### src/rtl/up_pkg.sv
// up_pkg: shared widths, opcode/section encodings and the
// fetch-state type for the micro-processor pipeline.
`ifndef PM_ID_INS_WIDTH
`define PM_ID_INS_WIDTH 13
`endif

package up_pkg;

  localparam int PC_WIDTH_DEF  = 8;
  localparam int INS_WIDTH_DEF = `PM_ID_INS_WIDTH;
  localparam int OPC_WIDTH     = 5;

  // opcode lives in the top OPC_WIDTH bits of a word
  localparam logic [OPC_WIDTH-1:0] OP_ADD  = 5'b00000;
  localparam logic [OPC_WIDTH-1:0] OP_SUB  = 5'b00001;
  localparam logic [OPC_WIDTH-1:0] OP_LD   = 5'b01000;
  localparam logic [OPC_WIDTH-1:0] OP_ST   = 5'b01001;
  localparam logic [OPC_WIDTH-1:0] OP_JMP  = 5'b10000;
  localparam logic [OPC_WIDTH-1:0] OP_NOP  = 5'b11111;

  localparam logic [1:0] SEC_ALU = 2'b00;
  localparam logic [1:0] SEC_MEM = 2'b01;
  localparam logic [1:0] SEC_CTL = 2'b10;
  localparam logic [1:0] SEC_SYS = 2'b11;

  // opcode 11111 with every enable bit clear
  localparam logic [INS_WIDTH_DEF-1:0] NOP_INS = 13'h1F00;

  typedef enum logic [1:0] {
    FS_START,
    FS_RUN,
    FS_STALL,
    FS_REDIRECT
  } fetch_state_e;

endpackage

### src/rtl/instruction_fetch_if.sv
// instruction_fetch_if: program-memory port plus the
// decoder-side stall/jump controls and instruction output.
interface instruction_fetch_if
  import up_pkg::*;
#(
  parameter int PC_WIDTH  = PC_WIDTH_DEF,
  parameter int INS_WIDTH = INS_WIDTH_DEF
);

  logic [PC_WIDTH-1:0]  PM_Addr;
  logic [INS_WIDTH-1:0] PM_Data;
  logic                 Stall;
  logic                 Jump;
  logic [PC_WIDTH-1:0]  JumpAddr;
  logic [INS_WIDTH-1:0] Ins;
  logic                 Ins_Valid;
  logic [PC_WIDTH-1:0]  Ins_PC;

  modport master (
    output PM_Addr,
    input  PM_Data,
    input  Stall,
    input  Jump,
    input  JumpAddr,
    output Ins,
    output Ins_Valid,
    output Ins_PC
  );

  modport slave (
    input  PM_Addr,
    output PM_Data,
    output Stall,
    output Jump,
    output JumpAddr,
    input  Ins,
    input  Ins_Valid,
    input  Ins_PC
  );

endinterface

### src/rtl/fetch_skid.sv
// fetch_skid: one-entry holding register that parks the
// in-flight fetch word while the decoder stalls.
module fetch_skid #(
  parameter int W = 21
) (
  input  logic         clk,
  input  logic         rst,
  input  logic         clear,
  input  logic         load,
  input  logic         take,
  input  logic [W-1:0] d,
  output logic [W-1:0] q,
  output logic         full
);

  // clear beats load, load beats take
  always_ff @(posedge clk) begin
    if (rst || clear) begin
      full <= 1'b0;
      q    <= '0;
    end else if (load) begin
      full <= 1'b1;
      q    <= d;
    end else if (take) begin
      full <= 1'b0;
    end
  end

endmodule

### src/rtl/instruction_fetch.sv
// instruction_fetch: PC sequencer for a synchronous program
// memory; FETCH_SKID_EN selects a zero-bubble stall buffer.
module instruction_fetch
  import up_pkg::*;
#(
  parameter int PC_WIDTH  = 8,
  parameter int INS_WIDTH = `PM_ID_INS_WIDTH
) (
  input  logic              clk,
  input  logic              rst,
  instruction_fetch_if.master bus
);

  localparam logic [INS_WIDTH-1:0] NOP =
    INS_WIDTH'(NOP_INS);

  fetch_state_e         state;
  logic [PC_WIDTH-1:0]  fpc;
  logic [PC_WIDTH-1:0]  issued_addr;
  logic                 pending;
  logic [INS_WIDTH-1:0] ins_q;
  logic                 ins_valid_q;
  logic [PC_WIDTH-1:0]  ins_pc_q;

  logic                 skid_full;
  logic [INS_WIDTH-1:0] skid_ins;
  logic [PC_WIDTH-1:0]  skid_pc;

  assign bus.PM_Addr   = fpc;
  assign bus.Ins       = ins_q;
  assign bus.Ins_Valid = ins_valid_q;
  assign bus.Ins_PC    = ins_pc_q;

`ifdef FETCH_SKID_EN
  logic                          skid_load;
  logic                          skid_take;
  logic [INS_WIDTH+PC_WIDTH-1:0] skid_q;

  assign skid_load = bus.Stall &&
                     state != FS_STALL &&
                     pending;
  assign skid_take = !bus.Stall &&
                     state == FS_STALL;
  assign {skid_ins, skid_pc} = skid_q;

  fetch_skid #(
    .W (INS_WIDTH + PC_WIDTH)
  ) u_skid (
    .clk   (clk),
    .rst   (rst),
    .clear (bus.Jump),
    .load  (skid_load),
    .take  (skid_take),
    .d     ({bus.PM_Data, issued_addr}),
    .q     (skid_q),
    .full  (skid_full)
  );
`else
  assign skid_full = 1'b0;
  assign skid_ins  = NOP;
  assign skid_pc   = '0;
`endif

  // fetch sequencer: reset > jump > stall > advance
  always_ff @(posedge clk) begin
    if (rst) begin
      state       <= FS_START;
      fpc         <= '0;
      issued_addr <= '0;
      pending     <= 1'b0;
      ins_q       <= NOP;
      ins_valid_q <= 1'b0;
      ins_pc_q    <= '0;
    end else if (bus.Jump) begin
      state       <= FS_REDIRECT;
      fpc         <= bus.JumpAddr;
      pending     <= 1'b0;
      ins_q       <= NOP;
      ins_valid_q <= 1'b0;
    end else if (bus.Stall) begin
      if (state != FS_STALL) begin
`ifndef FETCH_SKID_EN
        // drop the in-flight word, re-issue it later
        if (pending) begin
          fpc <= issued_addr;
        end
`endif
        pending <= 1'b0;
      end
      state <= FS_STALL;
    end else begin
      if (state == FS_STALL) begin
        ins_q       <= skid_full ? skid_ins : NOP;
        ins_valid_q <= skid_full;
        ins_pc_q    <= skid_full ? skid_pc : ins_pc_q;
      end else begin
        ins_q       <= pending ? bus.PM_Data : NOP;
        ins_valid_q <= pending;
        ins_pc_q    <= issued_addr;
      end
      issued_addr <= fpc;
      pending     <= 1'b1;
      fpc         <= fpc + PC_WIDTH'(1);
      state       <= FS_RUN;
    end
  end

endmodule

### src/flat_wrapper.sv
// flat-port wrapper written by rule: the top's interface ports become plain ports
module instruction_fetch_flat import up_pkg::*;
#(
  parameter int PC_WIDTH  = 8,
  parameter int INS_WIDTH = `PM_ID_INS_WIDTH
)
  (clk, rst, bus_PM_Addr, bus_PM_Data, bus_Stall, bus_Jump, bus_JumpAddr, bus_Ins, bus_Ins_Valid, bus_Ins_PC);
  instruction_fetch_if #(.PC_WIDTH(PC_WIDTH), .INS_WIDTH(INS_WIDTH)) bus_i ();
  input  logic clk;
  input  logic rst;
  output wire logic [$bits(bus_i.PM_Addr)-1:0] bus_PM_Addr;
  input wire logic [$bits(bus_i.PM_Data)-1:0] bus_PM_Data;
  input wire logic [$bits(bus_i.Stall)-1:0] bus_Stall;
  input wire logic [$bits(bus_i.Jump)-1:0] bus_Jump;
  input wire logic [$bits(bus_i.JumpAddr)-1:0] bus_JumpAddr;
  output wire logic [$bits(bus_i.Ins)-1:0] bus_Ins;
  output wire logic [$bits(bus_i.Ins_Valid)-1:0] bus_Ins_Valid;
  output wire logic [$bits(bus_i.Ins_PC)-1:0] bus_Ins_PC;
  assign bus_PM_Addr = bus_i.PM_Addr;
  assign bus_i.PM_Data = bus_PM_Data;
  assign bus_i.Stall = bus_Stall;
  assign bus_i.Jump = bus_Jump;
  assign bus_i.JumpAddr = bus_JumpAddr;
  assign bus_Ins = bus_i.Ins;
  assign bus_Ins_Valid = bus_i.Ins_Valid;
  assign bus_Ins_PC = bus_i.Ins_PC;
  instruction_fetch #(.PC_WIDTH(PC_WIDTH), .INS_WIDTH(INS_WIDTH)) u_core (.clk(clk), .rst(rst), .bus(bus_i));
endmodule
### config.mk
export PLATFORM = sky130hd
export DESIGN_NAME = instruction_fetch_flat
export DESIGN_NICKNAME = d
export VERILOG_FILES = /design/src/rtl/up_pkg.sv /design/src/rtl/instruction_fetch_if.sv /design/src/rtl/fetch_skid.sv /design/src/rtl/instruction_fetch.sv /design/src/flat_wrapper.sv
export SDC_FILE = /design/constraint.sdc
export NUM_CORES = 1
export LEC_CHECK = 0
export ABC_AREA = 1
export CAP_MARGIN = 10
export CELL_PAD_IN_SITES_DETAIL_PLACEMENT = 1
export CELL_PAD_IN_SITES_GLOBAL_PLACEMENT = 1
export CORE_MARGIN = 1.5
export CORE_UTILIZATION = 29
export CTS_CLUSTER_SIZE = 10
export DETAILED_ROUTE_END_ITERATION = 8
export GPL_ROUTABILITY_DRIVEN = 0
export GPL_TIMING_DRIVEN = 0
export HOLD_SLACK_MARGIN = 0.03
export PLACE_DENSITY_LB_ADDON = 0.1
export SLEW_MARGIN = 20
export SYNTH_ARGS = -nofsm -noshare
export SYNTH_HDL_FRONTEND = slang
export SYNTH_SLANG_ARGS = --single-unit
export TNS_END_PERCENT = 1
### constraint.sdc
create_clock -name clk -period 1.1 [get_ports clk]
set_input_delay 0.165 -clock clk [delete_from_list [all_inputs] [get_ports clk]]
set_output_delay 0.165 -clock clk [all_outputs]
set_load 0.02 [all_outputs]
==> results of run 1 <==
state kept, by name (all words and copies together) (netlist names):
signal,count
u_core.bus.Ins,13
u_core.pending,1
u_core.bus.Ins_PC,8
u_core.issued_addr,8
u_core.bus.Ins_Valid,1
u_core.state,2
u_core.bus.PM_Addr,8
metal layers:
layer,up-vias,GRT usage (%)
met1,882,25.5
li1,943,-
met4,0,6.72
met5,-,0
met3,5,3.41
met2,33,27.6
timing repair:
action	4_1_cts	5_1_grt
setup buffers	6	5
gates resized for setup	135	40
pin swaps	2	3
endpoints found under the setup margin	69	38
gates cloned	1	0
worst max-delay path by stage:
stage | startpoint | to | slack [ps] | cells past startpoint
floorplan | u_core.bus.PM_Addr[1] | u_core.bus.PM_Addr[6] | -6 | 6
global placement | bus_Stall | u_core.bus.PM_Addr[4] | -690 | 7
detailed placement | bus_Stall | u_core.bus.PM_Addr[7] | -660 | 7
CTS | u_core.bus.PM_Addr[0] | bus_PM_Addr[0] | -20 | 1
global route | u_core.state[0] | u_core.bus.Ins_PC[2] | -90 | 8
finish | u_core.state[0] | u_core.bus.Ins_PC[7] | 5 | 8
report_power, final:
group | switching (uW) | leakage, uW | total (uW) | internal, uW
logic | 320 | 0.000722 | 580 | 260
clock network | 514 | 0.0000450 | 954 | 440
registers | 65.5 | 0.000340 | 1620 | 1560
total | 900 | 0.00111 | 3160 | 2260
through the flow:
stage / instances / util, %
finish: 389 / 46.2
global route: 389 / 46.2
detailed placement: 369 / 42.0
floorplan: 244 / -
CTS: 384 / 46.0
global placement: 369 / 42.0
cell usage in the layout (no fill, tap or decap), drive strengths merged:
master,n
nand2,56
nor2,43
dfxtp,41
buf,39
o21ai,24
clkdlybuf4s50,21
inv,21
a21oi,20
clkdlybuf4s15,10
nand3,10
clkbuf,10
nand4,8
o22ai,5
clkinv,3
a211oi,3
nor3,1
ha,1
dlygate4sd2,1
area by class of cell:
type | count | area (um^2) | share of cell area, %
multi-input cells | 171 | 868 | 33.3
flip-flops and latches | 41 | 843 | 32.4
repair buffers | 65 | 541 | 20.8
plain buffers | 10 | 90.1 | 3.46
well taps | 72 | 90.1 | 3.46
inverters | 22 | 88.8 | 3.41
clock buffers | 6 | 72.6 | 2.79
clock inverters | 2 | 10.0 | 0.384
cells by family after synthesis:
family                     Yosys count
adders and majority gates            1
AOI/OAI and AO/OA                   52
and+or+nand+nor                    118
DFF                                 41
buffers and inverters               32
==> results.json, run 1 <==
{
  "route.detailed.vias_per_inst": 4.79,
  "rsz0062_at_grt": "yes",
  "final_max_slew_violation_count": 0,
  "r2r_slack_ps": 5,
  "clock-root-buffer": "sky130_fd_sc_hd__clkbuf_8",
  "synthAdderAreaFrac_pct": 0.721,
  "synth.yosys.warnings": 0,
  "ctsHoldBuffers": 0,
  "chipWidth_um": 80.4,
  "power.ir.vdd_worst_mv": 0.636,
  "crit-reg2reg-launch": "u_core.state[0]",
  "final_layout_size_suffix_gt1_share_pct": 28.7,
  "synth-compound-area-share_pct": 15.8,
  "drtPass1Iterations": 4,
  "synth_async_sr_flop_share_pct": 0,
  "timing.critical_path.slowest_stage_cell": "sky130_fd_sc_hd__dfxtp_2",
  "final-hold-violation-count": 0,
  "pin_count_of_the_biggest_net_entering_global_routing": 13,
  "floorplan.initialDensity_pct": 30.8,
  "pre_cts_slack_ps": -661,
  "synth.avg_cell_area_um2": 7.11,
  "rows": 27,
  "clock_sink_count": 41,
  "timing.hold.ws_ps": 185,
  "synth.top_cells.by_count": "54 x sky130_fd_sc_hd__nand2_1, 41 x sky130_fd_sc_hd__dfxtp_1, 40 x sky130_fd_sc_hd__nor2_1",
  "worst_ep_arrival_time_ps": 1330,
  "floorplan.die_area_um2": 6460,
  "antenna_found_initial": 0,
  "max-cap-violations": 0,
  "layout-area-overhead-vs-synth_pct": 50.0,
  "crit_path_cell_trace": "inv_2, nand2_2, buf_6, inv_4, nor2_4, buf_4, o21ai_0, nor2_1",
  "drt.antenna.violating_nets": 0,
  "route.vias.total": 1863,
  "globalRouteTotalUtil_pct": 18.2,
  "worst_endpoint_required_time_ps": 1340,
  "hold_path_class": "in2reg",
  "cp_slowest_stage_delay_ps": 330,
  "worstHoldStart": "rst",
  "detail_route.wl_per_cell_um": 13.7,
  "total_power_consumption_of_the_routed_design_uw": 3160,
  "synth_area_in_xor_xnor_pct": 0,
  "io_buffer_count": 53,
  "synth-simple-area-share_pct": 28.2,
  "tritoncts": "done",
  "grt_pass1_wl_um": 8890,
  "setup.worst_path.end_class": "flip-flop",
  "dpl-instance-area_um2": 2370,
  "vias_in_the_first_global_route": 1828,
  "ports_placed_on_the_boundary": 55,
  "drt_iter0_drc": 79,
  "final_worst_clock_skew_ps": 5.76,
  "synthesis.area_um2": 1740,
  "cts_made_buffers": 5,
  "nets": 342,
  "postSynthRegisterBits": 41,
  "fin_ws_ps": 4.71,
  "fillCellCount": 692,
  "hpwl_um": 3710,
  "dr.max_layer_used": "met4",
  "skew_pair_late_insertion_delay_ps": 290,
  "final.setup.tns_ps": 0,
  "syn-num-nets": 270,
  "holdPathEnd": "u_core.state[0]",
  "drt_drc_violations_left": 0,
  "worst_path_dominant_cell_family": "buffers and inverters",
  "worst-setup-path-type": "reg2reg",
  "route.met3.wl_um": 220,
  "run_status": "finished, final reports clean",
  "antenna_cells": 0,
  "route.met2.wl_um": 2450,
  "synth-seq-area-share_pct": 47.3,
  "critPathBufInv": 4,
  "synth_top_cell_by_area": "sky130_fd_sc_hd__dfxtp_1",
  "critical_path.startpoint_type": "flip-flop",
  "coreArea_um2": 5640,
  "finalSetupViolations": 0,
  "drt-total-wl_um": 5330,
  "timing.critical_path.fanout_max": 5,
  "largest_family_of_logic_cells_by_synthesized_area": "simple AND/OR/NAND/NOR gates",
  "synth_enable_flop_cells": 0,
  "synthTopCellsByArea": "sky130_fd_sc_hd__dfxtp_1 47%, sky130_fd_sc_hd__nand2_1 12%, sky130_fd_sc_hd__nor2_1 8.7%",
  "finalCritPeriodShare_pct": 99.6,
  "fin_crit_ps": 1100,
  "fp.dieH_um": 80.4,
  "synthMostInstantiatedCell": "sky130_fd_sc_hd__nand2_1",
  "synth_mux_area_share_pct": 0,
  "postSynth.topFlopCell": "sky130_fd_sc_hd__dfxtp_1",
  "path_clk_slew_ps": 80,
  "postLayoutCellArea_um2": 2600,
  "synthDistinctLibCells": 21,
  "cts_max_level": 2,
  "wirelength_met1_um": 2600,
  "relative_slew_slack_pct": 67.0,
  "max_clock_freq_ghz": 0.913,
  "tightestPinTransition_ps": 495,
  "worst_hold_path.num_cells": 2,
  "gr-total-overflow": 0,
  "powerDensity_nw_per_um2": 1210,
  "reg2regPathDepth": 8,
  "cts-root-to-sink-buffers": 2,
  "static-leakage-power_uw": 0.00111,
  "netlist_instances": 244,
  "synth_top_area_share_pct": 47.3,
  "r2r_end": "u_core.bus.Ins_PC[7]"
}
(Power assumes the default switching activity.)
==> run 2, diff against run 1 <==
--- a/config.mk
+++ b/config.mk
@@ -10,7 +10,7 @@
 export CELL_PAD_IN_SITES_DETAIL_PLACEMENT = 1
 export CELL_PAD_IN_SITES_GLOBAL_PLACEMENT = 1
 export CORE_MARGIN = 1.5
-export CORE_UTILIZATION = 29
+export CORE_UTILIZATION = 32
 export CTS_CLUSTER_SIZE = 10
 export DETAILED_ROUTE_END_ITERATION = 8
 export GPL_ROUTABILITY_DRIVEN = 0
==> constraint.sdc (replaced) <==
create_clock -name clk -period 1.25 [get_ports clk]
set_input_delay 0.1875 -clock clk [delete_from_list [all_inputs] [get_ports clk]]
set_output_delay 0.1875 -clock clk [all_outputs]
set_load 0.02 [all_outputs]
==> run 2 against run 1 <==
  * Total power decreased by 3.5%
  * Global-route usage up 0.67 points
  * Via count down 1.2%
  * Non-clock buffer count is 3 lower
  * Count of clock-buffer cells in the layout shrank 1
  * Utilization grew 3.9 points
  * Combinational power down 14%
  * Final cell count down 1.3%
  * Hold slack better by 9.9 ps
==> results.json, run 2 (synthesis gave the netlist of run 1 again) <==
{
  "place.detailed.instances": 367,
  "final-hold-violation-count": 0,
  "floorplan.die_area_um2": 5870,
  "globalRouteTotalUtil_pct": 18.9,
  "fp.dieH_um": 76.6,
  "clock-root-buffer": "sky130_fd_sc_hd__clkbuf_8",
  "drt_drc_violations_left": 0,
  "cp_slowest_stage_delay_ps": 390,
  "hpwl_um": 3830,
  "max-cap-violations": 0,
  "antenna_found_initial": 0,
  "tritoncts": "done",
  "crit_path_cell_trace": "dlygate4sd2_1",
  "grt_pass1_wl_um": 8600,
  "skew_pair_late_insertion_delay_ps": 310,
  "cts_max_level": 2,
  "drt.antenna.violating_nets": 0,
  "fin_ws_ps": 21.4,
  "cts-root-to-sink-buffers": 2,
  "path_clk_slew_ps": 80,
  "cts_made_buffers": 5,
  "relative_slew_slack_pct": 68.2,
  "layout_commonest_cell": "sky130_fd_sc_hd__nand2_1",
  "final_worst_clock_skew_ps": 7.59,
  "ports_placed_on_the_boundary": 55,
  "final_core_util_pct": 50.1,
  "hold_path_class": "in2reg",
  "vias_in_the_first_global_route": 1752,
  "drt-total-wl_um": 5530,
  "final_max_slew_violation_count": 0,
  "floorplan.initialDensity_pct": 33.6,
  "worst-setup-path-type": "reg2out",
  "worst_ep_arrival_time_ps": 1040,
  "setup.worst_path.end_class": "output pin",
  "critical_path.startpoint_type": "flip-flop",
  "critPathBufInv": 1,
  "final.setup.tns_ps": 0,
  "total_power_consumption_of_the_routed_design_uw": 3040,
  "pre_cts_slack_ps": -546,
  "layout_common_cells": "51 x sky130_fd_sc_hd__nand2_1, 40 x sky130_fd_sc_hd__nor2_1, 34 x sky130_fd_sc_hd__dfxtp_1, 25 x sky130_fd_sc_hd__dlygate4sd2_1, 21 x sky130_fd_sc_hd__clkdlybuf4s50_1",
  "r2r_slack_ps": 50,
  "gr-total-overflow": 0,
  "detail_route.wl_per_cell_um": 14.4,
  "coreArea_um2": 5170,
  "finalNonFillerCells": 384,
  "layout-area-overhead-vs-synth_pct": 49.3,
  "worst_path_dominant_cell_family": "flip-flops",
  "route.vias.total": 1841,
  "power.ir.vdd_worst_mv": 0.636,
  "rsz0062_at_grt": "yes",
  "chipWidth_um": 76.6,
  "clock_sink_count": 41,
  "rows": 26,
  "nets": 339,
  "pin_count_of_the_biggest_net_entering_global_routing": 15,
  "antenna_cells": 0,
  "fin_crit_ps": 1230,
  "final_layout_size_suffix_gt1_share_pct": 16.6,
  "route.detailed.vias_per_inst": 4.79,
  "worst_endpoint_required_time_ps": 1060,
  "timing.critical_path.slowest_stage_cell": "sky130_fd_sc_hd__dfxtp_2",
  "io_buffer_count": 53,
  "max_clock_freq_ghz": 0.814,
  "drt_iter0_drc": 78,
  "static-leakage-power_uw": 0.00113,
  "drtPass1Iterations": 4,
  "run_status": "finished, final reports clean",
  "powerDensity_nw_per_um2": 1170,
  "finalCritPeriodShare_pct": 98.3,
  "tightestPinTransition_ps": 476,
  "largest_register_ff_count": 13,
  "timing.critical_path.fanout_max": 6,
  "finalSetupViolations": 0
}
## run 2: metrics by stage
step	hold WS, ps	area, um^2
2_1_floorplan	318	1740
3_3_place_gp	442	2350
3_5_place_dp	462	2350
4_1_cts	188	2480
5_1_grt	207	2590
6_report	194	2590
## run 2: path summary, 6_finish.rpt
kind	start	to	cells past startpoint
worst min-delay path	rst	u_core.state[1]	2
worst max register to register	u_core.bus.PM_Addr[2]	u_core.bus.PM_Addr[7]	7
worst max-delay path	u_core.bus.PM_Addr[1]	bus_PM_Addr[1]	1
worst min register to register	u_core.bus.Ins[0]	u_core.bus.Ins[0]	2
## run 2: cell type report
type	instances	area [um^2]
Buffer	10	81.3
Clock buffer	5	68.8
Clock inverter	3	46.3
Fill cell	649	2580
Inverter	22	88.8
Multi-Input combinational cell	171	826
Sequential cell	41	830
Tap cell	70	87.6
Timing Repair Buffer	62	563
## run 2: timing repair
item                                    in CTS  in global routing
buffers inserted                             0                  8
pin swaps                                    0                  2
hold buffers                                 0                  0
gates cloned                                 0                  1
endpoints found under the setup margin      61                 26
resized for setup                           55                 30
## run 2: routing by layer
metal | up-vias | wire (um) | global-route usage (%)
met4 | 0 | 74 | 7.78
met5 | - | 0 | 0
li1 | 933 | - | -
met1 | 874 | 2620 | 25.1
met2 | 29 | 2650 | 29.4
met3 | 5 | 181 | 4.31
## run 2: power by group
group          switching, uW  total [uW]  internal [uW]
Sequential              54.4        1430           1370
Combinational            279         497            218
Clock                    522        1120            598
Total                    855        3040           2190
==> run 3, diff against run 2 <==
--- a/config.mk
+++ b/config.mk
@@ -10,7 +10,7 @@
 export CELL_PAD_IN_SITES_DETAIL_PLACEMENT = 1
 export CELL_PAD_IN_SITES_GLOBAL_PLACEMENT = 1
 export CORE_MARGIN = 1.5
-export CORE_UTILIZATION = 32
+export CORE_UTILIZATION = 29
 export CTS_CLUSTER_SIZE = 10
 export DETAILED_ROUTE_END_ITERATION = 8
 export GPL_ROUTABILITY_DRIVEN = 0
==> constraint.sdc (replaced) <==
create_clock -name clk -period 1 [get_ports clk]
set_input_delay 0.15 -clock clk [delete_from_list [all_inputs] [get_ports clk]]
set_output_delay 0.15 -clock clk [all_outputs]
set_load 0.02 [all_outputs]
==> run 3 against run 2 <==
  * Hold slack got worse by 23 ps
  * First-iteration DRC count down 7.7%
  * Critical path type is now reg2reg
  * Setup slack got worse by 110 ps
  * Largest power group unchanged
  * Count of clock-buffer cells in the layout is 2 higher
  * Combinational power rose by 43%
  * The run now ends with negative setup slack left
  * Clock skew is 4.1 ps lower
  * Utilization down 1.9 points
  * Non-clock buffer count is 7 higher
  * Critical path depth rose by 7
  * Die area is 9.9% higher
==> results.json, run 3 (synthesis gave the netlist of run 1 again) <==
{
  "io_buffer_count": 53,
  "clock_sink_count": 41,
  "tightestPinTransition_ps": 465,
  "path_clk_slew_ps": 80,
  "relative_slew_slack_pct": 69.0,
  "worst_ep_arrival_time_ps": 1320,
  "fin_crit_ps": 1090,
  "tritoncts": "done",
  "timing.critical_path.fanout_max": 5,
  "multi_input_comb_area_um2": 895,
  "clock-root-buffer": "sky130_fd_sc_hd__clkbuf_8",
  "final.setup.tns_ps": -1860,
  "ports_placed_on_the_boundary": 55,
  "critical_path.startpoint_type": "flip-flop",
  "route.vias.total": 1892,
  "coreArea_um2": 5640,
  "total_power_consumption_of_the_routed_design_uw": 3840,
  "cts_max_level": 2,
  "max_clock_freq_ghz": 0.919,
  "cts-root-to-sink-buffers": 2,
  "pin_count_of_the_biggest_net_entering_global_routing": 14,
  "power.ir.vdd_worst_mv": 0.750,
  "drt.antenna.violating_nets": 0,
  "register_area_um2": 855,
  "worst-setup-path-type": "reg2reg",
  "vias_in_the_first_global_route": 1783,
  "drt_iter0_drc": 72,
  "static-leakage-power_uw": 0.00115,
  "final_layout_size_suffix_gt1_share_pct": 32.7,
  "dpl-instance-area_um2": 2380,
  "postLayoutCellArea_um2": 2720,
  "drtPass1Iterations": 4,
  "grt_pass1_wl_um": 8690,
  "floorplan.initialDensity_pct": 30.8,
  "layout_commonest_cell": "sky130_fd_sc_hd__nand2_1",
  "timing.hold.ws_ps": 171,
  "rsz0062_at_grt": "yes",
  "max-cap-violations": 0,
  "final_max_slew_violation_count": 0,
  "finalSetupViolations": 30,
  "layout_common_cells": "50 x sky130_fd_sc_hd__nand2_1, 37 x sky130_fd_sc_hd__nor2_1, 30 x sky130_fd_sc_hd__dfxtp_1, 25 x sky130_fd_sc_hd__buf_4, 21 x sky130_fd_sc_hd__clkdlybuf4s50_1",
  "failed_checks": "negative setup slack",
  "hpwl_um": 3750,
  "powerDensity_nw_per_um2": 1410,
  "gr-total-overflow": 0,
  "final_worst_clock_skew_ps": 3.51,
  "chipWidth_um": 80.4,
  "final-hold-violation-count": 0,
  "drt-total-wl_um": 5500,
  "route.detailed.vias_per_inst": 4.81,
  "skew_pair_late_insertion_delay_ps": 300,
  "globalRouteTotalUtil_pct": 17.9,
  "fillCellCount": 712,
  "cts_made_buffers": 5,
  "detail_route.wl_per_cell_um": 14.0,
  "fin_ws_ps": -88.0,
  "nets": 346,
  "setup.worst_path.end_class": "flip-flop",
  "largest_register_ff_count": 13,
  "rows": 27,
  "antenna_cells": 0,
  "drt_drc_violations_left": 0,
  "floorplan.die_area_um2": 6460,
  "run_status": "complete, but fails checks",
  "finalCritPeriodShare_pct": 109,
  "final_core_util_pct": 48.2,
  "antenna_found_initial": 0,
  "worst_endpoint_required_time_ps": 1230,
  "fp.dieH_um": 80.4,
  "hold_path_class": "in2reg",
  "layout-area-overhead-vs-synth_pct": 56.7
}
run 3: cell count changes in the layout (fill, tap and decap cells not counted), moves of 4 or more:
cell and delta:
sky130_fd_sc_hd__buf_2 +12, sky130_fd_sc_hd__buf_4 +16, sky130_fd_sc_hd__buf_6 +8, sky130_fd_sc_hd__dfxtp_1 -4, sky130_fd_sc_hd__dfxtp_2 -4, sky130_fd_sc_hd__dfxtp_4 +8, sky130_fd_sc_hd__dlygate4sd2_1 -24, sky130_fd_sc_hd__o21ai_2 +4
run 3: stage by stage:
stage | cells | worst slack (ps)
finish | 393 | -88.0
global placement | 369 | -770
global route | 393 | -163
detailed placement | 369 | -776
floorplan | 244 | -68.9
CTS | 387 | -96.2
run 3: worst max-delay path, stage by stage, from the launching register on:
cell                      delay (ps)
sky130_fd_sc_hd__dfxtp_2         330
sky130_fd_sc_hd__inv_2            30
sky130_fd_sc_hd__nand2_2          70
sky130_fd_sc_hd__buf_6           100
sky130_fd_sc_hd__inv_2            40
sky130_fd_sc_hd__nor2_4          140
sky130_fd_sc_hd__buf_6           150
sky130_fd_sc_hd__o21ai_2          50
sky130_fd_sc_hd__a21oi_1         120
run 3: what timing repair did:
item | CTS | global route
endpoints found under the setup margin | 69 | 49
buffers inserted | 9 | 6
gates cloned | 1 | 0
resized for setup | 173 | 39
pin swaps | 6 | 4
hold buffers | 0 | 0
run 3: final timing paths:
kind	startpoint	end	slack, ps	cells after the start
worst min-delay path	rst	u_core.state[0]	170	2
worst max-delay path	u_core.state[0]	u_core.bus.Ins_PC[0]	-90	8
worst min register to register	u_core.bus.Ins_Valid	u_core.bus.Ins_Valid	460	2
worst max register to register	u_core.state[0]	u_core.bus.Ins_PC[0]	-90	8
run 3: report_power, final:
part	switching, uW	internal [uW]
Combinational	374	336
Clock	630	712
Sequential	74.7	1710
Total	1080	2760
run 3: area by class of cell:
cell class,count,area share (%)
buffer,10,3.22
inverter,22,3.31
clock inverter,1,0.276
tap,72,3.31
clock buffer,7,3.96
sequential,41,31.4
multi-input combinational,171,32.9
timing repair buffer,69,21.6
run 3: metal layers:
metal	GRT usage, %	vias up	wire length (um)
met5	0	-	0
met4	5.52	0	57
met3	4.66	6	223
met2	27.1	32	2470
met1	24.7	904	2750
li1	-	950	-
